**src/rtl/position_registers.sv**
```systemverilog
// position_registers: 3x3 tic-tac-toe board store, one mark committed per accepted move
//   clock, reset      : single clock, synchronous active-high reset (clears the board)
//   XO_turn           : side to move, 0 = X (writes X_CODE), 1 = O (writes O_CODE)
//   illegal_move      : blocks every write this cycle
//   ply_En_pos[8:0]   : one-hot cell select, bit i-1 selects pos_i
//   pos1..pos9        : registered cell codes (EMPTY / X_CODE / O_CODE), row-major
//   occupied, board_full : status outputs, present only with `define POS_STATUS_EN
module position_registers #(
    parameter logic [1:0] X_CODE = 2'b01,
    parameter logic [1:0] O_CODE = 2'b10,
    parameter logic [1:0] EMPTY  = 2'b00
) (
    input  logic       clock,
    input  logic       reset,
    input  logic       XO_turn,
    input  logic       illegal_move,
    input  logic [8:0] ply_En_pos,
    output logic [1:0] pos1,
    output logic [1:0] pos2,
    output logic [1:0] pos3,
    output logic [1:0] pos4,
    output logic [1:0] pos5,
    output logic [1:0] pos6,
    output logic [1:0] pos7,
    output logic [1:0] pos8,
    output logic [1:0] pos9
`ifdef POS_STATUS_EN
    ,
    output logic [8:0] occupied,
    output logic       board_full
`endif
);
    logic [8:0][1:0] cells;
    logic [8:0]      empty;
    logic            one_hot;
    logic            we;
    always_comb begin
        for (int i = 0; i < 9; i++) empty[i] = cells[i] == EMPTY;
    end
    // a multi-hot or zero select is not a move; with a one-hot select the AND picks the target cell
    assign one_hot = (ply_En_pos != 9'd0) && ((ply_En_pos & (ply_En_pos - 9'd1)) == 9'd0);
    assign we      = !illegal_move && one_hot && ((ply_En_pos & empty) != 9'd0);
    always_ff @(posedge clock) begin
        if (reset)
            cells <= {9{EMPTY}};
        else if (we)
            for (int i = 0; i < 9; i++)
                if (ply_En_pos[i]) cells[i] <= XO_turn ? O_CODE : X_CODE;
    end
    assign {pos9, pos8, pos7, pos6, pos5, pos4, pos3, pos2, pos1} = cells;
`ifdef POS_STATUS_EN
    assign occupied   = ~empty;
    assign board_full = &occupied;
`endif
endmodule

```
**config.mk**
```make
export PLATFORM = sky130hd
export DESIGN_NAME = position_registers
export DESIGN_NICKNAME = d
export VERILOG_FILES = /design/src/rtl/position_registers.sv
export SDC_FILE = /design/constraint.sdc
export NUM_CORES = 1
export LEC_CHECK = 0
export ABC_AREA = 1
export ABC_CLOCK_PERIOD_IN_PS = 1250
export CORE_ASPECT_RATIO = 0.8
export CORE_MARGIN = 10
export CORE_UTILIZATION = 42
export CTS_BUF_LIST = sky130_fd_sc_hd__clkbuf_16
export DETAILED_ROUTE_END_ITERATION = 12
export PLACE_DENSITY = 0.74
export SYNTH_ARGS = -nofsm -noshare
export SYNTH_HDL_FRONTEND = slang
export SYNTH_SLANG_ARGS = --single-unit
```
**constraint.sdc**
```tcl
create_clock -name clock -period 1.25 [get_ports clock]
set_input_delay 0.125 -clock clock [delete_from_list [all_inputs] [get_ports clock]]
set_output_delay 0.125 -clock clock [all_outputs]
set_load 0.1 [all_outputs]
```
# Word level (Yosys, flattened, before mapping)
# Cells that the tools add are included.
[word_totals] ff_bits=18 latch_bits=0 ramBits=0 romBits=0 in_bits=13 word_cells=38 mem_count=0
[op_classes] add_sub_neg=1 multipliers=0 div_mod_pow=0 n_lt_le_gt_ge=0 n_eq_ne=0 shifts=0 muxes=1 n_bitwise=2 n_reduce_logical=25
[ops] operator="$and 9x9->9" n=2
[ops] operator="$logic_not 2->1" n=9
[ops] operator="$reduce_and 2->1" n=9
[ops] operator="$reduce_bool 9->1" n=2
[ops] operator="$logic_not 9->1" n=1
[ops] operator="$sub 9x1->9 const B" n=1
[ops] operator="$logic_and 1x1->1" n=3
[ops] operator="$mux 2" n=1
[ops] operator="$logic_not 1->1" n=1

# Longest topological paths before layout
[depth] ltp_word=7 ltp_mapped=10 ltp_nobuf=10

# Worst setup path before layout
# OpenSTA, ideal clock, no wires.
[synth_path] path_kind="reg-to-reg" start="register cells (netlist bit pos2[0])" end="register cells (netlist bit pos1[1])" setup_time_ps=64 arrival_ps=1947 setup_slack_ps=-761 path_stages_with_launch=11 n_path_buf=0 synth_period_minus_slack_ps=2011 path_cell_list="dfxtp_1 -> inv_1 -> nand3_1 -> nand2_1 -> nor2_1 -> nand2_1 -> nand2_2 -> nor2_8 -> nand3_2 -> clkinv_1 -> nor2_1"
[synth_via] elab_chain_len=5
[synth_rtl] item="start, declared" line_no="33" source="logic [8:0][1:0] cells;"
[synth_rtl] item="start signal, assigned" line_no="45" source="cells <= {9{EMPTY}};"
[synth_rtl] item="start signal, assigned by index" line_no="48" source="if (ply_En_pos[i]) cells[i] <= XO_turn ? O_CODE : X_CODE;"
[synth_rtl] item="$logic_not 2->1" line_no="38" source="for (int i = 0; i < 9; i++) empty[i] = cells[i] == EMPTY;"
[synth_rtl] item="$and 9x9->9" line_no="42" source="assign we = !illegal_move && one_hot && ((ply_En_pos & empty) != 9'd0);"
[synth_rtl] item="$reduce_bool 9->1" line_no="42"
[synth_rtl] item="$logic_and 1x1->1" line_no="42"
[synth_rtl] item="$reduce_and 2->1 (no source line)"
# Every way passes these cells.
# A chain may end at the register's enable or synchronous reset.

# Worst setup path in the final report
[layout_path] start="register cells (netlist bit pos9[1])" end="register cells (netlist bit pos2[1])"
# Same word-level chain as after synthesis.

==> out/metrics.yaml <==
ctsHtreeMaxLevel: 1
r2r_setup_slack_ns: -0.26
cts_buffers: 3
clock_insertion_delay_worst_skew_ns: 0.26
crit_arrival_ns: 1.66
viasPerCell: 5.87
p_leak_nw: 1.06
drt_drc_violations_left: 0
core_region_area_um2: 2500
critical_path.endpoint_type: "flop"
postSynthRegisterBits: 18
boundaryPins: 31
crit_path_max_incr_delay_ns: 0.35
ant_nets: 0
power_density_nw_per_um2: 663
timing.setup.tns_ns: -3.77
max_slew.worst_pin.slew_ns: 0.371
timing.critical_path.fanout_max: 5
netlist.area_leader.share_pct: 32.1
rr_worst_depth: 10
min-delay-start: "ply_En_pos[0]"
ys_warn_count: 0
die_y_um: 66.3
first_pass_iters: 5
num_antenna_cells: 0
cts_root_buffer: "sky130_fd_sc_hd__clkbuf_16"
postRouteWirelength_um: 6390
kind_of_launch_point_of_the_worst_setup_path: "flop"
routabilityCongestion: 0.855
die_w_um: 77.8
overflow: 0
drv_cap: 0
grt_start_max_net_pins: 11
worst_slew_margin_rel_pct: 75.1
fraction_of_layout_instances_using_a_drive_strength_above_1_pct: 70.5
total_die_area_um2: 5160
failed_checks: "negative setup slack"
synth_area_leaders: "sky130_fd_sc_hd__dfxtp_1 (32%), sky130_fd_sc_hd__nand2_1 (13%), sky130_fd_sc_hd__inv_1 (9.4%), sky130_fd_sc_hd__nand3_2 (8.0%), sky130_fd_sc_hd__nor2_1 (7.3%)"
worst_path_most_repeated_cell: "sky130_fd_sc_hd__nand2_1"
drt_iter0_markers: 198
total_number_of_nets_in_the_final_design: 255
cp_slowest_cell: "sky130_fd_sc_hd__dfxtp_4"
final_core_util_pct: 91.9
core.rowCount: 16
hold_depth: 5
synth_nets: 179
cells_along_the_critical_path: "inv_2, nand3_1, nand3_2, nor2_2, nand2_4, buf_6, nand4_1, nand2_1, nand2_1, nor2_1"
clock_power_share_pct: 44.9
initial_utilization_pct: 44.9
areaGrowthSynthToFinish_pct: 105
clk_pin_slew_worst_paths_ns: 0.06
vdd.ir_drop.worst_uv: 892
run_status: "finished with violations"
grt_setup_unrepaired: "true"
clock.fmax_ghz: 0.663
timing.rr.start: "pos9[1]$_SDFFE_PP0P_"
met3RoutedLength_um: 670
period_minus_slack_ns: 1.51
worst_r2r_endpoint: "pos2[1]$_SDFFE_PP0P_"
yosys.cell_types.count: 19
avg_synthesized_cell_area_um2: 6.77
detail_route.wirelength.met1_um: 2270
total_switching_power_mw: 0.450
criticalPathCategory: "flop to flop"
vias_in_the_first_global_route: 1612
synthesis.instances: 166
power.share.combinational_pct: 19.9
dr_total_vias: 1626
cts_buffer_depth: 2
fin_worst_skew_ns: 0.00313
synth_largest_area_cell: "sky130_fd_sc_hd__dfxtp_1"
io_buffer_count: 30
grt_pass1_wl_um: 8090
clock_tree_from_tritoncts: "done"
synth-seq-area-share_pct: 32.1
place_ws_ns: -0.764
wl_met2_um: 2860
final_cycle_share_pct: 121
hold-path-endpoint: "pos1[1]$_SDFFE_PP0P_"
cell_internal_pwr_mw: 1.07
timing.final.hold_violations: 0
average_wire_per_standard_cell_um: 23.1
cts_sinks: 18
setup_viol_count_final: 18
overall_power_of_the_completed_layout_mw: 1.52
route.top_layer_used: "met4"
required_time_at_the_endpoint_of_the_critical_path_ns: 1.40
antenna_violations_before_repair: 0
timing_max_transition_violations_final: 0
worst_hold_slack_ns: 0.260
min-delay-path-class: "input pin to flop"
detail_placement_hpwl_um: 3020
power.share.switching_pct: 29.5
mappedNetlistArea_um2: 1120
groute.usage.overall_pct: 19.8
power.share.sequential_pct: 35.2
setup_ws_ns: -0.259
-- power groups by stage --
stage	logic [mW]	registers, mW	clock network (mW)
after global routing	0.310	0.537	0.711
final	0.303	0.537	0.684
after detailed placement	0.220	0.550	0
after global placement	0.213	0.550	0
after CTS	0.239	0.537	0.674
after floorplan	0.0808	0.557	0
-- layout make-up --
class / count / area (um^2)
well taps: 36 / 45.0
flip-flops and latches: 18 / 428
repair buffers: 71 / 787
multi-input cells: 113 / 826
inverters: 35 / 134
fillers: 93 / 204
clock inverters: 1 / 3.75
clock buffers: 3 / 75.1
-- metal layers --
metal,GRT usage [%],up-vias
met4,14.5,0
li1,-,673
met2,34.4,151
met5,0,-
met1,19.6,729
met3,6.79,73
-- worst max path at each step --
| stage | startpoint | end |
|---|---|---|
| after floorplan | pos6[0]$_SDFFE_PP0P_ | pos1[1]$_SDFFE_PP0P_ |
| after global placement | ply_En_pos[0] | pos4[1]$_SDFFE_PP0P_ |
| after detailed placement | ply_En_pos[0] | pos4[1]$_SDFFE_PP0P_ |
| after CTS | pos5[0]$_SDFFE_PP0P_ | pos8[0]$_SDFFE_PP0P_ |
| after global routing | pos9[1]$_SDFFE_PP0P_ | pos2[1]$_SDFFE_PP0P_ |
| final | pos9[1]$_SDFFE_PP0P_ | pos2[1]$_SDFFE_PP0P_ |
-- critical path, delay by kind of cell (launching register included) --
| kind | cells | cell delay [ns] |
|---|---|---|
| buf+inv | 2 | 0.18 |
| flops | 1 | 0.35 |
| simple gates | 8 | 0.86 |
-- timing repair --
action / in CTS / in global routing
pin swaps: 30 / 35
hold buffers: 0 / 0
cloned: 2 / 1
buffers inserted: 0 / 3
endpoints found under the hold margin: 0 / 0
gates resized for setup: 56 / 41
setup endpoints to repair: 18 / 18
-- layout by cell type (no fill, tap or decap) --
cell	instances
sky130_fd_sc_hd__nand4_1	9
sky130_fd_sc_hd__a21oi_2	9
sky130_fd_sc_hd__o21bai_2	1
sky130_fd_sc_hd__inv_1	9
sky130_fd_sc_hd__nor2_2	10
sky130_fd_sc_hd__nand2_2	6
sky130_fd_sc_hd__clkdlybuf4s50_1	2
sky130_fd_sc_hd__clkbuf_16	3
sky130_fd_sc_hd__nand3_1	5
sky130_fd_sc_hd__inv_2	22
sky130_fd_sc_hd__nand3_4	5
sky130_fd_sc_hd__buf_6	4
sky130_fd_sc_hd__buf_8	1
sky130_fd_sc_hd__nand3_2	10
sky130_fd_sc_hd__buf_4	35
sky130_fd_sc_hd__clkdlybuf4s15_2	1
sky130_fd_sc_hd__buf_2	5
sky130_fd_sc_hd__nor3_4	1
sky130_fd_sc_hd__buf_12	19
sky130_fd_sc_hd__nand2_1	31
sky130_fd_sc_hd__inv_4	1
sky130_fd_sc_hd__nand2_4	5
sky130_fd_sc_hd__nor2_8	1
sky130_fd_sc_hd__dfxtp_4	18
sky130_fd_sc_hd__nor2_1	9
sky130_fd_sc_hd__clkinv_1	4
sky130_fd_sc_hd__dlygate4sd2_1	2
sky130_fd_sc_hd__clkbuf_2	2
sky130_fd_sc_hd__nor2_4	11
-- sequential cells by signal (all words and copies together) (netlist names) --
name / count
pos1: 2
pos7: 2
pos2: 2
pos8: 2
pos4: 2
pos3: 2
pos5: 2
pos9: 2
pos6: 2
-- synthesized netlist by cell type, drive strengths merged --
cell and n:
o21bai 1, nand3 20, nor3 1, nand2 42
clkbuf 1, nor2 30, inv 29, dfxtp 18
nand4 9, a21oi 9, clkinv 6
-- cells by family (layout without fill, tap and decap cells) --
logic type	Yosys count	count (layout)	share of synthesized area [%]
AO/OA/AOI/OAI	10	10	7.35
flip-flops	18	18	32.1
AND/OR/NAND/NOR	102	103	48.6
buffers and inverters	36	110	12.0
-- stage by stage --
stage               instance area [um^2]  std cells
detailed placement                  2000        267
global placement                    2000        267
CTS                                 2170        273
global route                        2300        277
floorplan                           1200        166
finish                              2300        277
(Power assumes the default switching activity.)
